`src/rtl/line_span_engine_pkg.sv`:
```
// Shared types and helpers for the line/span frame-buffer engine.
package line_span_engine_pkg;

   typedef enum logic [2:0] {
      ST_IDLE  = 3'd0,
      ST_SETUP = 3'd1,
      ST_SEND1 = 3'd2,
      ST_SEND2 = 3'd3,
      ST_DONE  = 3'd4
   } state_t;

   localparam int BURST_PIX = 8;
   localparam int BEAT_PIX  = 4;
   localparam logic [15:0] MASK_NONE = 16'hFFFF;

   // Byte mask for one 4-pixel beat; a set mask bit means the byte is not written.
   function automatic logic [15:0] beat_mask(input logic [3:0] en);
      logic [15:0] m;
      m = MASK_NONE;
      for (int i = 0; i < BEAT_PIX; i++) begin
         m[4*i +: 4] = {4{~en[i]}};
      end
      return m;
   endfunction

   function automatic logic [3:0] pop8(input logic [7:0] v);
      logic [3:0] c;
      c = 4'd0;
      for (int i = 0; i < BURST_PIX; i++) begin
         c = c + {3'b000, v[i]};
      end
      return c;
   endfunction

endpackage

```
`src/rtl/line_span_engine_if.sv`:
```
// DDR address / write-data FIFO pair as seen by the engine.
interface line_span_engine_if #(
   parameter int ADDR_W = 31
) ();
   logic              af_full;
   logic              wdf_full;
   logic [ADDR_W-1:0] af_addr_din;
   logic              af_wr_en;
   logic [127:0]      wdf_din;
   logic [15:0]       wdf_mask_din;
   logic              wdf_wr_en;

   modport master (
      input  af_full, wdf_full,
      output af_addr_din, af_wr_en, wdf_din, wdf_mask_din, wdf_wr_en
   );

   modport slave (
      output af_full, wdf_full,
      input  af_addr_din, af_wr_en, wdf_din, wdf_mask_din, wdf_wr_en
   );
endinterface

```
`src/rtl/line_span_engine_line_setup.sv`:
```
// Bresenham setup: steepness, octant swap, endpoint ordering and deltas.
module line_span_engine_line_setup #(
   parameter int COORD_W = 10
) (
   input  logic [COORD_W-1:0]        x0,
   input  logic [COORD_W-1:0]        y0,
   input  logic [COORD_W-1:0]        x1,
   input  logic [COORD_W-1:0]        y1,
   output logic                      steep,
   output logic [COORD_W-1:0]        xs,
   output logic [COORD_W-1:0]        ys,
   output logic [COORD_W-1:0]        xe,
   output logic [COORD_W-1:0]        dx,
   output logic [COORD_W-1:0]        dy,
   output logic signed [COORD_W:0]   err,
   output logic                      ystep_neg
);
   logic [COORD_W-1:0] adx_s, ady_s, a0_s, b0_s, a1_s, b1_s, ye_s;

   // Swap axes for steep lines, then order so the major axis runs upward.
   always_comb begin
      adx_s = (x1 >= x0) ? (x1 - x0) : (x0 - x1);
      ady_s = (y1 >= y0) ? (y1 - y0) : (y0 - y1);
      steep = (ady_s > adx_s);
      if (steep) begin
         a0_s = y0; b0_s = x0; a1_s = y1; b1_s = x1;
      end else begin
         a0_s = x0; b0_s = y0; a1_s = x1; b1_s = y1;
      end
      if (a0_s > a1_s) begin
         xs = a1_s; ys = b1_s; xe = a0_s; ye_s = b0_s;
      end else begin
         xs = a0_s; ys = b0_s; xe = a1_s; ye_s = b1_s;
      end
      dx        = xe - xs;
      dy        = (ye_s >= ys) ? (ye_s - ys) : (ys - ye_s);
      ystep_neg = (ys > ye_s);
      err       = $signed({2'b00, dx[COORD_W-1:1]});
   end
endmodule

```
`src/rtl/line_span_engine.sv`:
```
// Line / horizontal-span engine emitting 8-pixel bursts into the DDR FIFO pair.
module line_span_engine
   import line_span_engine_pkg::*;
#(
   parameter int COORD_W = 10,
   parameter int ADDR_W  = 31,
   parameter int H_RES   = 800,
   parameter int V_RES   = 600,
   parameter int CNT_W   = 20
) (
   input  logic                 clk,
   input  logic                 rst,
   output logic                 le_ready,
   input  logic [31:0]          le_color,
   input  logic [COORD_W-1:0]   le_point,
   input  logic                 le_color_valid,
   input  logic                 le_x0_valid,
   input  logic                 le_y0_valid,
   input  logic                 le_x1_valid,
   input  logic                 le_y1_valid,
   input  logic                 le_mode,
   input  logic                 le_trigger,
   input  logic [31:0]          le_frame_base,
   line_span_engine_if.master   fifo,
   output logic                 le_done,
   output logic [CNT_W-1:0]     le_pix_count
);
   localparam logic [COORD_W:0] H_LIM = (COORD_W+1)'(H_RES);
   localparam logic [COORD_W:0] V_LIM = (COORD_W+1)'(V_RES);

   state_t state_r, state_nx;
   logic [31:0]        sh_color_r, color_r;
   logic [COORD_W-1:0] sh_x0_r, sh_y0_r, sh_x1_r, sh_y1_r;
   logic [COORD_W-1:0] wx0_r, wy0_r, wx1_r, wy1_r;
   logic               mode_r, steep_r, ystep_neg_r, clip_r, ready_r, done_r;
   logic [COORD_W-1:0] x_r, y_r, x_end_r, dx_r, dy_r;
   logic signed [COORD_W:0] err_r;
   logic [ADDR_W-1:0]  addr_r;
   logic [15:0]        mask_r, mask_hi_r;
   logic [3:0]         cnt_r;
   logic [CNT_W-1:0]   pix_count_r;

   logic               su_steep, su_ystep_neg;
   logic [COORD_W-1:0] su_xs, su_ys, su_xe, su_dx, su_dy;
   logic signed [COORD_W:0] su_err;

   logic [COORD_W-1:0] base_x_s, adv_x_s, adv_y_s, span_lo_s, span_hi_s;
   logic signed [COORD_W:0] err_dec_s, adv_err_s, pos_err_s;
   logic               last_s;
   logic [COORD_W-1:0] pos_x_s, pos_y_s, pos_end_s, sx_s, sy_s, b_base_s, xp_s;
   logic               pos_steep_s, b_clip_s;
   logic [7:0]         span_en_s, pix_en_s;
   logic [ADDR_W-1:0]  b_addr_s;
   logic               af_en_s, wdf_en_s, load_burst_s, to_hi_s, add_cnt_s;
   logic               unused_s;

   assign unused_s = ^{le_frame_base[31:28], le_frame_base[21:0]};

   line_span_engine_line_setup #(.COORD_W(COORD_W)) u_line_setup (
      .x0(wx0_r), .y0(wy0_r), .x1(wx1_r), .y1(wy1_r),
      .steep(su_steep), .xs(su_xs), .ys(su_ys), .xe(su_xe),
      .dx(su_dx), .dy(su_dy), .err(su_err), .ystep_neg(su_ystep_neg)
   );

   // Step from the current pixel/burst to the next one and flag the final one.
   always_comb begin
      base_x_s  = {x_r[COORD_W-1:3], 3'b000};
      err_dec_s = err_r - $signed({1'b0, dy_r});
      span_lo_s = (wx0_r <= wx1_r) ? wx0_r : wx1_r;
      span_hi_s = (wx0_r <= wx1_r) ? wx1_r : wx0_r;
      adv_y_s   = y_r;
      adv_err_s = err_r;
      if (mode_r) begin
         last_s  = ((base_x_s + COORD_W'(7)) >= x_end_r);
         adv_x_s = base_x_s + COORD_W'(8);
      end else begin
         last_s  = (x_r == x_end_r);
         adv_x_s = x_r + COORD_W'(1);
         if (err_dec_s[COORD_W]) begin
            adv_y_s   = ystep_neg_r ? (y_r - COORD_W'(1)) : (y_r + COORD_W'(1));
            adv_err_s = err_dec_s + $signed({1'b0, dx_r});
         end else begin
            adv_y_s   = y_r;
            adv_err_s = err_dec_s;
         end
      end
   end

   // Position of the burst about to be loaded: fresh setup or the advanced one.
   always_comb begin
      pos_x_s     = adv_x_s;
      pos_y_s     = adv_y_s;
      pos_end_s   = x_end_r;
      pos_steep_s = steep_r;
      pos_err_s   = adv_err_s;
      if (state_r == ST_SETUP) begin
         if (mode_r) begin
            pos_x_s = span_lo_s; pos_y_s = wy0_r; pos_end_s = span_hi_s;
            pos_steep_s = 1'b0;  pos_err_s = err_r;
         end else begin
            pos_x_s = su_xs; pos_y_s = su_ys; pos_end_s = su_xe;
            pos_steep_s = su_steep; pos_err_s = su_err;
         end
      end else begin
         pos_x_s = adv_x_s;
         pos_y_s = adv_y_s;
      end
   end

   // Screen coordinates, pixel enables, clipping and address for that burst.
   always_comb begin
      sx_s      = pos_steep_s ? pos_y_s : pos_x_s;
      sy_s      = pos_steep_s ? pos_x_s : pos_y_s;
      b_base_s  = {sx_s[COORD_W-1:3], 3'b000};
      span_en_s = 8'h00;
      xp_s      = b_base_s;
      for (int p = 0; p < BURST_PIX; p++) begin
         xp_s = b_base_s + COORD_W'(p);
         span_en_s[p] = (xp_s >= pos_x_s) && (xp_s <= pos_end_s) && ({1'b0, xp_s} < H_LIM);
      end
      if (mode_r) begin
         pix_en_s = span_en_s;
         b_clip_s = ({1'b0, sy_s} >= V_LIM) || ({1'b0, pos_x_s} >= H_LIM);
      end else begin
         pix_en_s = 8'b0000_0001 << sx_s[2:0];
         b_clip_s = ({1'b0, sy_s} >= V_LIM) || ({1'b0, sx_s} >= H_LIM);
      end
      b_addr_s = ADDR_W'({le_frame_base[27:22], sy_s, sx_s[COORD_W-1:3], 2'b00});
   end

   // FSM state register.
   always_ff @(posedge clk) begin
      if (rst) begin
         state_r <= ST_IDLE;
      end else begin
         state_r <= state_nx;
      end
   end

   // FSM next state and FIFO strobes.
   always_comb begin
      state_nx     = state_r;
      af_en_s      = 1'b0;
      wdf_en_s     = 1'b0;
      load_burst_s = 1'b0;
      to_hi_s      = 1'b0;
      add_cnt_s    = 1'b0;
      case (state_r)
         ST_IDLE: begin
            if (le_trigger) state_nx = ST_SETUP;
            else            state_nx = ST_IDLE;
         end
         ST_SETUP: begin
            load_burst_s = 1'b1;
            state_nx     = ST_SEND1;
         end
         ST_SEND1: begin
            if (clip_r) begin
               if (last_s) state_nx = ST_DONE;
               else        load_burst_s = 1'b1;
            end else if (!fifo.af_full && !fifo.wdf_full) begin
               af_en_s  = 1'b1;
               wdf_en_s = 1'b1;
               to_hi_s  = 1'b1;
               state_nx = ST_SEND2;
            end else begin
               state_nx = ST_SEND1;
            end
         end
         ST_SEND2: begin
            if (!fifo.wdf_full) begin
               wdf_en_s  = 1'b1;
               add_cnt_s = 1'b1;
               if (last_s) begin
                  state_nx = ST_DONE;
               end else begin
                  load_burst_s = 1'b1;
                  state_nx     = ST_SEND1;
               end
            end else begin
               state_nx = ST_SEND2;
            end
         end
         ST_DONE:  state_nx = ST_IDLE;
         default:  state_nx = ST_IDLE;
      endcase
   end

   // Shadow registers, trigger capture and the per-draw working state.
   always_ff @(posedge clk) begin
      if (rst) begin
         sh_color_r <= 32'd0;
         sh_x0_r <= {COORD_W{1'b0}}; sh_y0_r <= {COORD_W{1'b0}};
         sh_x1_r <= {COORD_W{1'b0}}; sh_y1_r <= {COORD_W{1'b0}};
         color_r <= 32'd0; mode_r <= 1'b0;
         wx0_r <= {COORD_W{1'b0}}; wy0_r <= {COORD_W{1'b0}};
         wx1_r <= {COORD_W{1'b0}}; wy1_r <= {COORD_W{1'b0}};
         x_r <= {COORD_W{1'b0}}; y_r <= {COORD_W{1'b0}}; x_end_r <= {COORD_W{1'b0}};
         dx_r <= {COORD_W{1'b0}}; dy_r <= {COORD_W{1'b0}};
         err_r <= {(COORD_W+1){1'b0}}; steep_r <= 1'b0; ystep_neg_r <= 1'b0;
      end else begin
         if (le_color_valid) sh_color_r <= le_color;
         if (le_x0_valid)    sh_x0_r <= le_point;
         if (le_y0_valid)    sh_y0_r <= le_point;
         if (le_x1_valid)    sh_x1_r <= le_point;
         if (le_y1_valid)    sh_y1_r <= le_point;
         if (state_r == ST_IDLE && le_trigger) begin
            color_r <= sh_color_r; mode_r <= le_mode;
            wx0_r <= sh_x0_r; wy0_r <= sh_y0_r; wx1_r <= sh_x1_r; wy1_r <= sh_y1_r;
         end
         if (state_r == ST_SETUP) begin
            dx_r <= su_dx; dy_r <= su_dy; ystep_neg_r <= su_ystep_neg;
         end
         if (load_burst_s) begin
            x_r <= pos_x_s; y_r <= pos_y_s; x_end_r <= pos_end_s;
            steep_r <= pos_steep_s; err_r <= pos_err_s;
         end
      end
   end

   // Registered burst outputs, pixel counter and status flags.
   always_ff @(posedge clk) begin
      if (rst) begin
         addr_r <= {ADDR_W{1'b0}}; mask_r <= MASK_NONE; mask_hi_r <= MASK_NONE;
         clip_r <= 1'b0; cnt_r <= 4'd0; pix_count_r <= {CNT_W{1'b0}};
         ready_r <= 1'b1; done_r <= 1'b0;
      end else begin
         if (load_burst_s) begin
            addr_r    <= b_addr_s;
            mask_r    <= beat_mask(pix_en_s[3:0]);
            mask_hi_r <= beat_mask(pix_en_s[7:4]);
            clip_r    <= b_clip_s;
            cnt_r     <= pop8(pix_en_s);
         end else if (to_hi_s) begin
            mask_r <= mask_hi_r;
         end
         if (state_r == ST_IDLE && le_trigger) pix_count_r <= {CNT_W{1'b0}};
         else if (add_cnt_s)                   pix_count_r <= pix_count_r + CNT_W'(cnt_r);
         ready_r <= (state_nx == ST_IDLE);
         done_r  <= (state_nx == ST_DONE);
      end
   end

   assign fifo.af_addr_din  = addr_r;
   assign fifo.af_wr_en     = af_en_s;
   assign fifo.wdf_din      = {4{color_r}};
   assign fifo.wdf_mask_din = mask_r;
   assign fifo.wdf_wr_en    = wdf_en_s;
   assign le_ready          = ready_r;
   assign le_done           = done_r;
   assign le_pix_count      = pix_count_r;
endmodule

```
`src/flat_wrapper.sv`:
```
// flat-port wrapper written by rule: the top's interface ports become plain ports
module line_span_engine_flat import line_span_engine_pkg::*;
#(
   parameter int COORD_W = 10,
   parameter int ADDR_W  = 31,
   parameter int H_RES   = 800,
   parameter int V_RES   = 600,
   parameter int CNT_W   = 20
)
  (clk, rst, le_ready, le_color, le_point, le_color_valid, le_x0_valid, le_y0_valid, le_x1_valid, le_y1_valid, le_mode, le_trigger, le_frame_base, le_done, le_pix_count, fifo_af_full, fifo_wdf_full, fifo_af_addr_din, fifo_af_wr_en, fifo_wdf_din, fifo_wdf_mask_din, fifo_wdf_wr_en);
  line_span_engine_if #(.ADDR_W(ADDR_W)) fifo_i ();
  input  logic clk;
  input  logic rst;
  output logic le_ready;
  input  logic [31:0] le_color;
  input  logic [COORD_W-1:0] le_point;
  input  logic le_color_valid;
  input  logic le_x0_valid;
  input  logic le_y0_valid;
  input  logic le_x1_valid;
  input  logic le_y1_valid;
  input  logic le_mode;
  input  logic le_trigger;
  input  logic [31:0] le_frame_base;
  output logic le_done;
  output logic [CNT_W-1:0] le_pix_count;
  input wire logic [$bits(fifo_i.af_full)-1:0] fifo_af_full;
  input wire logic [$bits(fifo_i.wdf_full)-1:0] fifo_wdf_full;
  output wire logic [$bits(fifo_i.af_addr_din)-1:0] fifo_af_addr_din;
  output wire logic [$bits(fifo_i.af_wr_en)-1:0] fifo_af_wr_en;
  output wire logic [$bits(fifo_i.wdf_din)-1:0] fifo_wdf_din;
  output wire logic [$bits(fifo_i.wdf_mask_din)-1:0] fifo_wdf_mask_din;
  output wire logic [$bits(fifo_i.wdf_wr_en)-1:0] fifo_wdf_wr_en;
  assign fifo_i.af_full = fifo_af_full;
  assign fifo_i.wdf_full = fifo_wdf_full;
  assign fifo_af_addr_din = fifo_i.af_addr_din;
  assign fifo_af_wr_en = fifo_i.af_wr_en;
  assign fifo_wdf_din = fifo_i.wdf_din;
  assign fifo_wdf_mask_din = fifo_i.wdf_mask_din;
  assign fifo_wdf_wr_en = fifo_i.wdf_wr_en;
  line_span_engine #(.COORD_W(COORD_W), .ADDR_W(ADDR_W), .H_RES(H_RES), .V_RES(V_RES), .CNT_W(CNT_W)) u_core (.clk(clk), .rst(rst), .le_ready(le_ready), .le_color(le_color), .le_point(le_point), .le_color_valid(le_color_valid), .le_x0_valid(le_x0_valid), .le_y0_valid(le_y0_valid), .le_x1_valid(le_x1_valid), .le_y1_valid(le_y1_valid), .le_mode(le_mode), .le_trigger(le_trigger), .le_frame_base(le_frame_base), .fifo(fifo_i), .le_done(le_done), .le_pix_count(le_pix_count));
endmodule
```
`config.mk`:
```
export PLATFORM = sky130hd
export DESIGN_NAME = line_span_engine_flat
export DESIGN_NICKNAME = d
export VERILOG_FILES = /design/src/rtl/line_span_engine_pkg.sv /design/src/rtl/line_span_engine_if.sv /design/src/rtl/line_span_engine_line_setup.sv /design/src/rtl/line_span_engine.sv /design/src/flat_wrapper.sv
export SDC_FILE = /design/constraint.sdc
export NUM_CORES = 1
export LEC_CHECK = 0
export CAP_MARGIN = 30
export CELL_PAD_IN_SITES_DETAIL_PLACEMENT = 1
export CELL_PAD_IN_SITES_GLOBAL_PLACEMENT = 1
export CORE_MARGIN = 2
export CORE_UTILIZATION = 30
export DETAILED_ROUTE_END_ITERATION = 8
export MAX_ROUTING_LAYER = met4
export PLACE_DENSITY = 0.71
export SYNTH_ARGS = -nofsm -noshare
export SYNTH_HDL_FRONTEND = slang
export SYNTH_SLANG_ARGS = --single-unit
```
`constraint.sdc`:
```
create_clock -name clk -period 37.6 [get_ports clk]
set_input_delay 5.64 -clock clk [delete_from_list [all_inputs] [get_ports clk]]
set_output_delay 5.64 -clock clk [all_outputs]
set_load 0.01 [all_outputs]
```
Word-level counts from Yosys, hierarchy flattened
Cells that the tools add are included.
{"block": "word_totals", "ff_bits": 290, "inputBits": 85, "output_inout_bits": 199, "wordCells": 187}
{"block": "classes", "addsub": 29, "n_lt_le_gt_ge": 35, "eq_ne": 5, "shifts": 1, "mux": 53, "bitwise_logic": 9, "reduce_logical": 27}
{"operator": "10-bit 2-to-1 mux", "count": 25}
{"operator": "10-bit greater-or-equal comparator", "count": 12}
{"operator": "10-bit <= comparator", "count": 9}
{"operator": "10-bit < comparator (second input constant)", "count": 8}
{"operator": "10-bit subtractor", "count": 7}
{"operator": "10-bit by 3-bit adder with 10-bit output (second input constant)", "count": 5}
{"operator": "11-bit 2-to-1 mux", "count": 4}
{"operator": "16-bit 2-to-1 mux", "count": 2}
{"operator": "10-bit by 1-bit adder with 10-bit output (second input constant)", "count": 3}
{"operator": "10-bit greater-or-equal comparator (second input constant)", "count": 3}
{"operator": "10-bit greater-than comparator", "count": 3}
{"operator": "4-bit by 1-bit adder with 4-bit output", "count": 6}
{"operator": "10-bit by 2-bit adder with 10-bit output (second input constant)", "count": 2}
{"operator": "20-bit by 4-bit adder with 20-bit output", "count": 1}
{"operator": "1-bit logical AND", "count": 18}
{"operator": "1-bit 2-to-1 mux", "count": 14}
{"operator": "3-bit 2-to-1 mux", "count": 4}
{"operator": "3-bit one-hot mux with 4 select lines", "count": 1}
{"operator": "11-bit adder", "count": 1}
{"operator": "11-bit subtractor", "count": 1}
{"operator": "10-bit by 4-bit adder with 10-bit output (second input constant)", "count": 1}
{"operator": "10-bit == test", "count": 1}
{"operator": "10-bit by 1-bit subtractor with 10-bit output (second input constant)", "count": 1}
{"operator": "1-bit inverter", "count": 9}
{"operator": "other kinds (14)", "count": 18}

Longest topological paths before layout
{"block": "depth", "depth_word": 21, "mapped_depth": 60, "depth_no_buf": 51}

Cells and area by module
From an unflattened synthesis, not the netlist that was laid out.
{"block": "hier_totals", "cells_unflattened": 2582, "hier_area_um2": 19987.9}
{"mod": "line_span_engine", "n_inst": 1, "cells_per_inst": 1876, "area_each_um2": 15104.5, "seq_area_each_um2": 5385.2}
{"mod": "line_span_engine_line_setup", "n_inst": 1, "cells_per_inst": 706, "area_each_um2": 4883.4, "seq_area_each_um2": 0.0}

Worst setup path after synthesis
OpenSTA, ideal clock, no wires.
{"block": "synth_timing", "path_kind": "input-to-output", "from": "input port fifo_wdf_full", "to": "output port fifo_wdf_wr_en", "t_arrival_ns": 6.339, "required_ns": 31.960, "setup_slack_ns": 25.621, "stages": 4, "path_cell_list": "nor4_1 > nand2_1 > inv_1 > or2_2"}
{"block": "synth_via", "elab_chain_cells": 5}
{"item": "from (decl)", "line_no": "flat_wrapper.sv:28", "text": "input wire logic [$bits(fifo_i.wdf_full)-1:0] fifo_wdf_full;"}
{"item": "1-bit logical NOT", "line_no": "line_span_engine.sv:161", "text": "end else if (!fifo.af_full && !fifo.wdf_full) begin"}
{"item": "1-bit logical AND", "line_no": "line_span_engine.sv:161"}
{"item": "1-bit 2-to-1 mux", "line_no": "line_span_engine.sv:161"}
{"item": "1-bit 2-to-1 mux", "line_no": "line_span_engine.sv:158", "text": "if (clip_r) begin"}
{"item": "1-bit one-hot mux with 2 select lines *", "line_no": "line_span_engine.sv:148", "text": "case (state_r)"}
{"item": "to (decl)", "line_no": "flat_wrapper.sv:33", "text": "output wire logic [$bits(fifo_i.wdf_wr_en)-1:0] fifo_wdf_wr_en;"}
Mark *: on every way between the ends. The rest lies on a longest branch, timed or not.

Final worst setup path
{"block": "layout_timing", "from": "register u_core.wy0_r[1]", "to": "register u_core.cnt_r[2]"}
{"block": "layout_via", "elab_chain_cells": 21}
{"item": "from (decl)", "line_no": "line_span_engine.sv:34", "text": "logic [COORD_W-1:0] wx0_r, wy0_r, wx1_r, wy1_r;"}
{"item": "from (signal assigned)", "line_no": "line_span_engine.sv:196", "text": "wx0_r <= {COORD_W{1'b0}}; wy0_r <= {COORD_W{1'b0}};"}
{"item": "from (signal assigned)", "line_no": "line_span_engine.sv:209", "text": "wx0_r <= sh_x0_r; wy0_r <= sh_y0_r; wx1_r <= sh_x1_r; wy1_r <= sh_y1_r;"}
{"item": "10-bit subtractor / 10-bit greater-or-equal comparator (equally long branches)", "line_no": "line_span_engine_line_setup.sv:23", "text": "ady_s = (y1 >= y0) ? (y1 - y0) : (y0 - y1);"}
{"item": "10-bit 2-to-1 mux", "line_no": "line_span_engine_line_setup.sv:23"}
{"item": "10-bit greater-than comparator", "line_no": "line_span_engine_line_setup.sv:24", "text": "steep = (ady_s > adx_s);"}
{"item": "10-bit 2-to-1 mux", "line_no": "line_span_engine_line_setup.sv:25", "text": "if (steep) begin"}
{"item": "10-bit greater-than comparator", "line_no": "line_span_engine_line_setup.sv:30", "text": "if (a0_s > a1_s) begin"}
{"item": "10-bit 2-to-1 mux", "line_no": "line_span_engine_line_setup.sv:30"}
{"item": "10-bit 2-to-1 mux", "line_no": "line_span_engine.sv:97", "text": "if (mode_r) begin"}
{"item": "10-bit 2-to-1 mux", "line_no": "line_span_engine.sv:96", "text": "if (state_r == ST_SETUP) begin"}
{"item": "10-bit 2-to-1 mux *", "line_no": "line_span_engine.sv:112", "text": "sx_s = pos_steep_s ? pos_y_s : pos_x_s;"}
{"item": "named net u_core.sx_s[9]", "line_no": "line_span_engine.sv:50", "text": "logic [COORD_W-1:0] pos_x_s, pos_y_s, pos_end_s, sx_s, sy_s, b_base_s, xp_s;"}
{"item": "10-bit by 1-bit adder with 10-bit output", "line_no": "line_span_engine.sv:118", "text": "xp_s = b_base_s + COORD_W'(p);"}
{"item": "10-bit greater-or-equal comparator / 10-bit <= comparator (equally long branches)", "line_no": "line_span_engine.sv:119", "text": "span_en_s[p] = (xp_s >= pos_x_s) && (xp_s <= pos_end_s) && ({1'b0, xp_s} < H_LIM);"}
{"item": "1-bit logical AND (2 in a row)", "line_no": "line_span_engine.sv:119"}
{"item": "8-bit 2-to-1 mux *", "line_no": "line_span_engine.sv:121", "text": "if (mode_r) begin"}
{"item": "1-bit by 1-bit adder with 2-bit output", "line_no": "line_span_engine_pkg.sv:30", "text": "c = c + {3'b000, v[i]};"}
{"item": "4-bit by 1-bit adder with 4-bit output (5 in a row)", "line_no": "line_span_engine_pkg.sv:30"}
{"item": "4-bit by 1-bit adder with 4-bit output *", "line_no": "line_span_engine_pkg.sv:30"}
{"item": "to (signal assigned)", "line_no": "line_span_engine.sv:233", "text": "cnt_r <= pop8(pix_en_s);"}
{"item": "to (decl)", "line_no": "line_span_engine.sv:40", "text": "logic [3:0] cnt_r;"}
The timed path passes the listed nets; every way through them passes the cells marked *.
A chain may end at the register's enable or synchronous reset.

==> flow_summary.toml <==
[status]
run_status = "finished clean"

[min_path]
holdPathEnd = "u_core.fifo.af_addr_din[24]"
worst_hold_path_type = "register to register"
hold_path_startpoint = "u_core.fifo.af_addr_din[24]"
holdPathStages = 2

[final_layout]
final_nets = 2810
final.fill_count = 7704
final-seq-area_mm2 = 0.00539
design_area_mm2 = 0.0230
drive_above_1_share = 0.0569
layout-area-overhead-vs-synth_pct = 18.4
multi_input_gate_area_in_the_final_layout_mm2 = 0.0122

[synthesis]
most_used_flip_flop_cell_after_synthesis = "dfxtp_1"
synth-seq-area-share = 0.277
combinational_family_with_the_most_area_after_synthesis = "compound AO/OA/AOI/OAI gates"
syn_area_mm2 = 0.0195
synth-seq-cells = 269
synth_simple_gate_area_share = 0.189
synth_cells = 2516
post_synth_xor_area_fraction = 0.0351
synth_fa_ha_area_frac = 0.105
syn_area_per_cell_um2 = 7.73
synth_compound_gate_area_share = 0.220
muxShareOfSynthArea = 0.0737
ys.warnings.count = 0
synth_enable_flop_cells = 0
synth.lib_cells_used.distinct = 98
postSynth.asyncResetShare = 0

[detailed_routing]
vias_cell = 5.32
postRouteWirelength_um = 70800
drt_first_iter_violations = 1227
drt_pre_antenna_iters = 5
vias = 18400
drc = 0
routedWlPerCell_um = 20.5
ant_nets = 0

[place]
port_buffers = 249
place_ws_ns = 23.01
dp_hpwl_um = 53400
place_congestion = 0.960
placed_area_mm2 = 0.0218

[grt]
grt_antenna_before_repair = 2
grt-ovfl-total = 0
grt.total_usage = 0.211
wire_length_of_the_first_global_routing_pass_um = 109000
grt_max_degree = 106
grt_pass1_vias = 19100

[setup_path]
endpoint_arrival_time_on_the_critical_path_ns = 15.37
library_cell_appearing_most_often_on_the_critical_path = "fa_1"
r2r_setup_slack_ns = 22.70
maximum_net_fanout_on_the_critical_path = 49
path_delay_family = "compound AO/OA/AOI/OAI gates"
worstPathRequired_ns = 38.07
worst_r2r_endpoint = "u_core.cnt_r[2]"
timing_worst_setup_path_type = "register to register"
crit-reg2reg-launch = "u_core.wy0_r[1]"
critical-path-max-stage-delay_ns = 0.70
critical_path.n_buffers_inverters = 5
worst_path_max_delay_cell = "dfxtp_1"
critPathLaunchType = "register"
worstRegToRegCells = 46
end_kind = "register"

[clock_tree]
clk_transition_reported_paths_ns = 0.07
cts_root_buffer = "clkbuf_16"
ctsHtreeMaxLevel = 2
cts_num_sinks = 269
clockBufferDepth = 3
tritoncts.num_buffers = 34
ctsResizeCount = 0
cts_hold_buf = 0
cts_tree = "built"
worstSkewPairLatency_ns = 0.56
post_cts_buffers = 0

[timing]
hold_violations = 0
worst_slew_pin_slew_ns = 0.995
final_max_slew_viol_count = 0
fin_crit_sh = 0.396
fmax_mhz = 67.1
fin_tns_setup_ns = 0
timing.slew.headroom = 0.336
finClkSkew_ns = 0.0306
rsz0062_at_grt = "false"
setup_slack_ns = 22.70
timing.final.setup_violations = 0
min_period_ns = 14.90

[floorplanning]
initial_utilization = 0.303
floorplan.core_area_mm2 = 0.0642
die_width_um = 259
fp.dieArea_mm2 = 0.0669
i_o_pins = 284
placement_rows = 93
fp.dieH_um = 259

[flow_run]
max_cap_viol_count = 0
-- cells by family (layout without fill, tap and decap cells) --
group | count (synthesis) | in the layout
flops | 269 | 269
simple gates | 827 | 827
compound gates | 657 | 657
buf+inv | 387 | 464
fa+ha+maj | 155 | 155
mux | 142 | 142
other cells | 1 | 10
xor+xnor | 78 | 78
-- placed cells by master (no fill, tap or decap), drive strengths merged, types with 14 or more instances in the layout --
master and count:
a211oi 52, a21boi 14, a21o 43, a21oi 266, and2 16, and3 16, buf 27, clkbuf 42
clkdlybuf4s50 247, dfxtp 269, fa 14, ha 137, inv 130, mux2i 132, nand2 321, nand3 60
nand4 19, nor2 260, nor2b 18, nor3 62, o211ai 25, o21ai 104, o21bai 14, xnor2 40
xor2 38
-- cell usage after synthesis (43+ instances only) --
cell type	n	area, um2
nand2_1	318	1190
dfxtp_1	269	5390
a21oi_1	261	1310
nor2_1	258	968
ha_1	137	1710
mux2i_1	132	1320
inv_1	127	477
buf_4	123	923
clkbuf_1	109	409
o21ai_0	91	455
nor3_1	61	305
nand3_1	57	285
a211oi_1	50	375
a21o_1	43	323
-- final cells by class --
class                           count  area share
Tap cell                          855      0.0464
Timing Repair Buffer              274       0.117
Inverter                          128      0.0208
Clock inverter                     20      0.0128
Sequential cell                   269       0.234
Antenna cell                        2    0.000217
Multi-Input combinational cell   1867       0.529
Clock buffer                       42      0.0404
-- worst max-delay path by stage --
stage / startpoint / to / slack [ns] / depth (start not counted)
floorplan: fifo_wdf_full / fifo_wdf_wr_en / 25.62 / 4
global placement: u_core.wy0_r[1] / u_core.cnt_r[2] / 23.25 / 46
detailed placement: u_core.wy0_r[1] / u_core.cnt_r[2] / 23.01 / 46
CTS: u_core.wy0_r[1] / u_core.cnt_r[2] / 22.91 / 46
global route: u_core.wy0_r[1] / u_core.cnt_r[2] / 21.92 / 46
finish: u_core.wy0_r[1] / u_core.cnt_r[2] / 22.70 / 46
-- state kept, by name (all words and copies together) (netlist names), 3 cells and up --
| register | count |
|---|---|
| u_core.cnt_r | 4 |
| u_core.color_r | 32 |
| u_core.dx_r | 10 |
| u_core.dy_r | 10 |
| u_core.err_r | 11 |
| u_core.fifo.af_addr_din | 23 |
| u_core.fifo.wdf_mask_din | 4 |
| u_core.le_pix_count | 20 |
| u_core.mask_hi_r | 4 |
| u_core.sh_color_r | 32 |
| u_core.sh_x0_r | 10 |
| u_core.sh_x1_r | 10 |
| u_core.sh_y0_r | 10 |
| u_core.sh_y1_r | 10 |
| u_core.state_r | 3 |
| u_core.wx0_r | 10 |
| u_core.wx1_r | 10 |
| u_core.wy0_r | 10 |
| u_core.wy1_r | 10 |
| u_core.x_end_r | 10 |
| u_core.x_r | 10 |
| u_core.y_r | 10 |
-- per-stage QoR --
stage,hold WS [ns],utilization,cells
finish,0.448,0.359,3457
global route,0.470,0.359,3457
CTS,0.453,0.358,3454
detailed placement,0.446,0.339,3392
global placement,0.438,0.339,3392
floorplan,0.431,-,2523
-- metal layers --
| metal | global-route usage | vias up | wire [um] |
|---|---|---|---|
| li1 | - | 8797 | - |
| met1 | 0.262 | 9023 | 31400 |
| met2 | 0.346 | 447 | 33600 |
| met3 | 0.0278 | 129 | 3030 |
| met4 | 0.0824 | 0 | 2710 |
| met5 | - | - | 0 |
-- tightest hold or removal path, cell delays in order (launching register included) --
cell and delay (ns):
dfxtp_1 0.30, nand2_1 0.05, a21oi_1 0.05
Power is not shown: default switching activity piles up to over one toggle a cycle in this logic, so the estimate is an artifact.
